$ cat config.mk
export PLATFORM = sky130hd
export DESIGN_NAME = icache_line_unpacker
export DESIGN_NICKNAME = d
export VERILOG_FILES = /design/src/rtl/icache_line_unpacker.sv
export SDC_FILE = /design/constraint.sdc
export NUM_CORES = 2
export LEC_CHECK = 0
export ABC_AREA = 0
export CORE_AREA = 3 3 465 467
export CTS_CLUSTER_DIAMETER = 60
export DETAILED_ROUTE_END_ITERATION = 8
export DIE_AREA = 0 0 468 470
export REMOVE_ABC_BUFFERS = 1
export SYNTH_ARGS = -nofsm -noshare
export SYNTH_HDL_FRONTEND = slang
export SYNTH_SLANG_ARGS = --single-unit
$ cat constraint.sdc
create_clock -name clk_i -period 155.4 [get_ports clk_i]
set_clock_uncertainty 0.15 [all_clocks]
set_input_delay 15.54 -clock clk_i [delete_from_list [all_inputs] [get_ports clk_i]]
set_output_delay 15.54 -clock clk_i [all_outputs]
set_load 0.01 [all_outputs]
$ cat src/rtl/icache_line_unpacker.sv
// I-cache line unpacker: takes whole I-cache lines (two-slot buffer: head + backup)
// and emits them one instruction per cycle with the matching PC.
// Optional feature macro: ICACHE_UNPACK_PERF_CNT_EN adds a 32-bit instruction
// transfer counter output instr_cnt_o.
module icache_line_unpacker #(
  parameter int unsigned XLEN       = 64,
  parameter int unsigned ILEN       = 32,
  parameter int unsigned LINE_INSTR = 32
) (
  input  logic                       clk_i,
  input  logic                       rst_i,
  input  logic                       line_valid_i,
  output logic                       line_ready_o,
  input  logic [XLEN-1:0]            line_pc_i,
  input  logic [LINE_INSTR*ILEN-1:0] line_data_i,
  input  logic                       flush_i,
  output logic                       instr_valid_o,
  input  logic                       instr_ready_i,
  output logic [ILEN-1:0]            instr_o,
  output logic [XLEN-1:0]            pc_o
`ifdef ICACHE_UNPACK_PERF_CNT_EN
  ,
  output logic [31:0]                instr_cnt_o
`endif
);

  localparam int unsigned IDX      = $clog2(LINE_INSTR);
  localparam int unsigned OFFSET   = $clog2(ILEN / 8);
  localparam int unsigned LINE_LEN = LINE_INSTR * ILEN;
  localparam logic [ILEN-1:0] Nop  = ILEN'(32'h0000_0013);

  typedef enum logic [1:0] {StEmpty, StOne, StTwo} state_e;

  state_e              state_q, state_d;
  logic [IDX-1:0]      idx_q, idx_d;
  logic [LINE_LEN-1:0] head_data_q, head_data_d;
  logic [XLEN-1:0]     head_base_q, head_base_d;
  logic [LINE_LEN-1:0] backup_data_q, backup_data_d;
  logic [XLEN-1:0]     backup_base_q, backup_base_d;
  logic [IDX-1:0]      backup_idx_q, backup_idx_d;
  logic [ILEN-1:0]     instr_q, instr_d;
  logic [XLEN-1:0]     pc_q, pc_d;

  logic            instr_fire;
  logic            line_fire;
  logic            retire;
  logic [XLEN-1:0] line_base;
  logic [IDX-1:0]  line_idx;

  // Handshakes and decoded capture fields of the incoming line
  always_comb begin
    instr_valid_o = (state_q != StEmpty);
    instr_fire    = instr_valid_o && instr_ready_i;
    retire        = instr_fire && (idx_q == IDX'(LINE_INSTR - 1));
    // A full buffer can still take a line in the cycle its head retires
    line_ready_o  = !flush_i && ((state_q != StTwo) || retire);
    line_fire     = line_valid_i && line_ready_o;
    line_idx      = line_pc_i[OFFSET +: IDX];
    line_base     = line_pc_i;
    line_base[OFFSET+IDX-1:0] = '0;
  end

  // Slot occupancy, head index and next registered instruction/PC
  always_comb begin
    state_d       = state_q;
    idx_d         = idx_q;
    head_data_d   = head_data_q;
    head_base_d   = head_base_q;
    backup_data_d = backup_data_q;
    backup_base_d = backup_base_q;
    backup_idx_d  = backup_idx_q;
    instr_d       = Nop;
    pc_d          = '0;

    if (flush_i) begin
      state_d = StEmpty;
      idx_d   = '0;
    end else begin
      unique case (state_q)
        StEmpty: begin
          if (line_fire) begin
            head_data_d = line_data_i;
            head_base_d = line_base;
            idx_d       = line_idx;
            state_d     = StOne;
          end
        end
        StOne: begin
          if (retire) begin
            if (line_fire) begin
              head_data_d = line_data_i;
              head_base_d = line_base;
              idx_d       = line_idx;
            end else begin
              idx_d   = '0;
              state_d = StEmpty;
            end
          end else begin
            if (instr_fire) idx_d = idx_q + IDX'(1);
            if (line_fire) begin
              backup_data_d = line_data_i;
              backup_base_d = line_base;
              backup_idx_d  = line_idx;
              state_d       = StTwo;
            end
          end
        end
        StTwo: begin
          if (retire) begin
            head_data_d = backup_data_q;
            head_base_d = backup_base_q;
            idx_d       = backup_idx_q;
            if (line_fire) begin
              backup_data_d = line_data_i;
              backup_base_d = line_base;
              backup_idx_d  = line_idx;
            end else begin
              state_d = StOne;
            end
          end else if (instr_fire) begin
            idx_d = idx_q + IDX'(1);
          end
        end
        default: begin
          state_d = StEmpty;
          idx_d   = '0;
        end
      endcase
    end

    // Precompute the next head word so instr_o/pc_o are plain flops
    if (state_d != StEmpty) begin
      for (int unsigned k = 0; k < LINE_INSTR; k++) begin
        if (idx_d == IDX'(k)) instr_d = head_data_d[k*ILEN +: ILEN];
      end
      pc_d = head_base_d + (XLEN'(idx_d) << OFFSET);
    end
  end

  // Control and output registers with synchronous reset
  always_ff @(posedge clk_i) begin
    if (rst_i) begin
      state_q <= StEmpty;
      idx_q   <= '0;
      instr_q <= Nop;
      pc_q    <= '0;
    end else begin
      state_q <= state_d;
      idx_q   <= idx_d;
      instr_q <= instr_d;
      pc_q    <= pc_d;
    end
  end

  // Line payload storage; contents are only meaningful while the slot is occupied
  always_ff @(posedge clk_i) begin
    head_data_q   <= head_data_d;
    head_base_q   <= head_base_d;
    backup_data_q <= backup_data_d;
    backup_base_q <= backup_base_d;
    backup_idx_q  <= backup_idx_d;
  end

  assign instr_o = instr_q;
  assign pc_o    = pc_q;

`ifdef ICACHE_UNPACK_PERF_CNT_EN
  logic [31:0] cnt_q;

  // Instruction transfer counter; survives flushes, wraps naturally
  always_ff @(posedge clk_i) begin
    if (rst_i) begin
      cnt_q <= '0;
    end else if (instr_fire && !flush_i) begin
      cnt_q <= cnt_q + 32'd1;
    end
  end

  assign instr_cnt_o = cnt_q;
`endif

endmodule

* Yosys cells after proc, flatten, opt, wreduce, memory -nomap -nowiden
Index checks and enable logic that the tools add are counted.
** Word-level totals
- Register bits :: 2284
- Input port bits :: 1093
- Output and inout bits :: 98
- Logic and storage cells :: 132
** Cells by class
- Add/subtract/negate cells :: 2
- Eq/ne operators :: 37
- Mux-type cells :: 69
- Bitwise operators :: 2
- Reduce and logical (&&, ||, !) cells :: 13
** Operators by type and width (number)
- $mux W1024 :: 7
- $pmux W1024 S3 :: 1
- $pmux W1024 S2 :: 1
- $mux W32 :: 32
- $mux W64 :: 7
- $pmux W64 S3 :: 1
- $pmux W64 S2 :: 1
- $eq A5 B5 Y1 const B :: 17
- $add A64 B7 Y64 :: 1
- $mux W5 :: 9
- $eq A5 B4 Y1 const B :: 8
- $eq A5 B3 Y1 const B :: 4
- $pmux W5 S3 :: 1
- $mux W2 :: 7
- $eq A5 B2 Y1 const B :: 2
- $pmux W5 S2 :: 1
- $ne A2 B2 Y1 const B :: 3
- $pmux W2 S3 :: 1
- $reduce_bool A2 Y1 :: 3
- $add A5 B1 Y5 const B :: 1
- $eq A5 B1 Y1 const B :: 1
- $logic_not A5 Y1 :: 1
- $logic_and A1 B1 Y1 :: 4
- $reduce_and A4 Y1 :: 1
- 7 further kinds :: 8

* Logic depth before layout (Yosys ltp)
- Depth after elaboration :: 43
- Mapped depth :: 23
- Mapped depth without buffers :: 17

* Worst setup path after synthesis
No wires, ideal clock.
- Kind :: in2reg
- From :: input flush_i
- To :: register backup_base_q[10] (enable)
- Setup time :: 2.916 ns
- Arrival :: 68.010 ns
- Required time :: 152.334 ns
- Slack :: 84.324 ns
- Stages on the path :: 4
- Buffers on the path :: 1
- Path through :: buf_6 nor2b_1 nand3_1 a21oi_1
** Between the ends
- Word-level cells in the longest chain between the ends :: 2
** RTL lines
- from (decl) :: line 16 : input logic flush_i,
- $not A1 Y1 (no line)
- $reduce_and A4 Y1 (no line)
- to (signal assigned) :: line 160 : backup_base_q <= backup_base_d;
- to (decl) :: line 39 : logic [XLEN-1:0] backup_base_q, backup_base_d;
Every way passes these cells.
A chain may end at the register's enable or synchronous reset.

* Final worst setup path
- From :: input instr_ready_i
- To :: output line_ready_o
** Between the ends
- Word-level cells in the longest chain between the ends :: 4
** RTL lines
- from (decl) :: line 18 : input logic instr_ready_i,
- $logic_and A1 B1 Y1 :: line 53 : instr_fire = instr_valid_o && instr_ready_i;
- $logic_and A1 B1 Y1 :: line 54 : retire = instr_fire && (idx_q == IDX'(LINE_INSTR - 1));
- $logic_or A1 B1 Y1 :: line 56 : line_ready_o = !flush_i && ((state_q != StTwo) || retire);
- $logic_and A1 B1 Y1 :: line 56
- to (decl) :: line 13 : output logic line_ready_o,
Every way passes these cells.

==> results.py <==
metrics = {
    "outcome": {
        "status": "completed",
    },
    "synth": {
        "synth_edf_count": 1086,
        "syn-instance-count": 7831,
        "ys_seq_elements": 2277,
        "syn_area_um2": 87700,
        "avgSynthCellArea_um2": 11.2,
        "async_flop_share": 0,
        "ys_warn_count": 0,
        "ys.flop_type": "dfxtp_1",
        "ys_seq_area_frac": 0.644,
        "synth_cell_type_count": 107,
    },
    "placement": {
        "place_inst": 11400,
        "dp_hpwl_um": 245000,
        "port_buffers": 1188,
        "gp_congestion": 0.884,
        "dpl_cell_area_um2": 102000,
    },
    "worst_setup_path": {
        "rr_startpoint": "idx_q[1]$_SDFF_PP0_",
        "worst_path_max_delay_cell": "clkdlybuf4s50_1",
        "critPathLaunch": "instr_ready_i",
        "slowest_delay_ns": 0.72,
        "crit_buf_inv": 2,
        "worst_path_most_repeated_cell": "clkdlybuf4s50_1",
        "crit_type": "in2out",
        "worstPathArrival_ns": 17.55,
        "worst-path-stages": 4,
        "worstSetupEndpointType": "output port",
        "path_cells": "clkdlybuf4s50_1, nand3b_2, a21oi_1, clkdlybuf4s50_1",
        "worstSetupStartpointType": "input port",
        "crit_path_max_fanout": 10,
        "crit_family": "buffers and inverters",
        "rr_worst_depth": 17,
        "critPathRequiredTime_ns": 139.71,
    },
    "worst_hold_path": {
        "whs_path_depth": 2,
        "worstHoldStart": "head_data_q[49]$_DFF_P_",
        "hold_class": "reg2reg",
    },
    "timing": {
        "finalSetupViolCount": 0,
        "worstMarginPinSlew_ns": 1.23,
        "slew_viol_final": 0,
        "maxSlewHeadroom": 0.177,
        "hold_violations": 0,
        "tns_ns": 0,
        "period_share": 0.214,
        "rsz0062_at_grt": "false",
        "fmax_mhz": 30.1,
        "period_needed_ns": 33.24,
    },
    "cells_and_area": {
        "drive_above_1_share": 0.0777,
        "final_core_util": 0.521,
        "final-instance-count-excl-fill": 11900,
        "seq_area_um2": 56500,
        "multi_input_area_um2": 28400,
        "finalInstanceArea_um2": 110000,
        "area_growth_syn_to_layout_pct": 26.0,
        "fillers": 18800,
        "final_nets": 9894,
    },
    "power": {
        "power.density_nw_per_um2": 12.6,
        "ir_drop_uv": 11.1,
        "fin_total_pwr_mw": 1.39,
        "p_leak_nw": 37.4,
    },
    "detailed_routing": {
        "drtIter0Drc": 8868,
        "vias": 72200,
        "drtAntennaViolNets": 0,
        "routed_wl_um": 362000,
        "wl_per_cell_um": 30.3,
        "drc_errors": 0,
        "first_pass_iters": 7,
        "via_per_inst": 6.04,
    },
    "grt": {
        "met2_usage": 0.490,
        "grt_pass1_vias": 69000,
        "overflow": 0,
        "top_usage_layer": "met2",
        "grt_first_pass_wirelength_um": 506000,
        "met3_usage": 0.0739,
        "grt_usage": 0.315,
        "grt_antenna_before_repair": 203,
        "grtUsageMet1": 0.415,
        "grt_start_max_net_pins": 180,
    },
    "floorplan": {
        "initial_core_util": 0.413,
        "die_width_um": 468,
        "die_area_um2": 220000,
        "die_h_um": 470,
        "num_rows": 169,
        "io_pins": 1191,
        "coreArea_um2": 212000,
    },
    "cts": {
        "cts_resized": 0,
        "clk_pin_slew_ns": 0.07,
        "tritoncts": "built",
        "clk_latency_ns": 0.90,
        "cts_hold_buf": 0,
        "post_cts_buffers": 0,
        "numCtsBuffers": 239,
        "clock_path_buffers": 3,
        "cts_root_buffer": "clkbuf_16",
        "cts_htree_levels": 4,
        "cts_sinks": 2277,
    },
    "job": {
        "drv_cap": 0,
    },
}
-- through the flow --
step	setup slack [ns]	hold slack (ns)
final	122.16	0.299
after global routing	122.12	0.322
after CTS	122.24	0.300
after detailed placement	122.25	0.285
after global placement	122.26	0.275
after floorplan	84.43	0.260
-- worst min-delay path, stage by stage, from the launching register on --
cell and delay [ns]:
dfxtp_1 0.31, nand2_1 0.06, nand2_1 0.05
-- layer usage --
| metal | up-vias | share of wire |
|---|---|---|
| met3 | 741 | 0.093 |
| met5 | - | 0.0018 |
| met2 | 3709 | 0.46 |
| li1 | 31700 | - |
| met4 | 98 | 0.048 |
| met1 | 35900 | 0.40 |
-- placed cells by master, fill, tap and decap left out, types with 23 or more instances in the layout --
master and instances:
clkbuf_8 46, inv_1 47, nor4_1 24, a211oi_1 35
xor2_1 34, diode_2 114, nand2_1 1224, nand3_1 107
o211ai_1 25, buf_4 156, nand4_1 46, clkbuf_1 52
clkdlybuf4s50_1 1188, o21ai_0 1100, a22o_1 25, edfxtp_1 1086
a21oi_1 137, clkinv_2 51, o22ai_1 112, nor3_1 37
clkbuf_16 247, dfxtp_1 1191, o221ai_1 23, a2111oi_0 32
nor2_1 177, a22oi_1 1185, o21ai_1 55
-- state kept, by name (all words and copies together) (netlist names) --
| signal | cells |
|---|---|
| head_data_q | 1024 |
| idx_q | 5 |
| instr_o | 32 |
| pc_o | 64 |
| backup_base_q | 57 |
| head_base_q | 64 |
| backup_data_q | 1024 |
| state_q | 2 |
| backup_idx_q | 5 |
-- final cells by class --
type                            count  area share
Sequential cell                  2277       0.511
Multi-Input combinational cell   4865       0.257
Clock inverter                    114      0.0110
Tap cell                         2821      0.0320
Inverter                           49     0.00167
Clock buffer                      345      0.0635
Antenna cell                      114     0.00258
Timing Repair Buffer             1358       0.121
-- power by group --
group          total (mW)  switching, mW  internal, mW
logic               0.130         0.0800        0.0499
registers           0.674        0.00921         0.664
clock network       0.591          0.252         0.339
-- Yosys cell counts (all sizes together), types with 15 or more instances --
cell type / n / area share
o22ai: 112 / 0.0080
a211oi: 37 / 0.0032
and2: 17 / 0.0012
nand4: 49 / 0.0037
o22a: 16 / 0.0016
o21a: 22 / 0.0019
buf: 412 / 0.025
o21ai: 1167 / 0.067
nor2: 189 / 0.0082
nand3: 119 / 0.0070
or2: 15 / 0.0011
o211ai: 25 / 0.0021
xor2: 34 / 0.0034
a21oi: 140 / 0.0080
a31oi: 27 / 0.0022
nand2: 1232 / 0.053
a2111oi: 36 / 0.0037
dfxtp: 1191 / 0.27
nor3: 66 / 0.0051
inv: 49 / 0.0021
clkbuf: 228 / 0.0098
a22oi: 1186 / 0.10
and3: 18 / 0.0013
a222oi: 21 / 0.0024
a221oi: 20 / 0.0025
edfxtp: 1086 / 0.37
o221ai: 24 / 0.0025
a22o: 25 / 0.0025
o2111ai: 20 / 0.0021
nor4: 28 / 0.0023
-- kinds of logic (layout without fill, tap and decap cells) --
kind of cell / count (synthesis) / after routing / synth area share
flops: 2277 / 2277 / 0.644
other cells: 0 / 114 / 0
simple gates: 1805 / 1805 / 0.0889
buf+inv: 689 / 1866 / 0.0367
xor+xnor: 48 / 48 / 0.00479
compound gates: 2997 / 2997 / 0.224
mux: 4 / 4 / 0.000485
fa+ha+maj: 11 / 11 / 0.00166
-- worst paths after layout --
kind                                  end  slack [ns]
setup / recovery             line_ready_o      122.16
hold reg to reg   head_data_q[49]$_DFF_P_        0.30
setup reg to reg   instr_o[27]$_SDFF_PP0_      148.11
hold / removal    head_data_q[49]$_DFF_P_        0.30
Note: power is estimated with default switching activity, not from simulation.
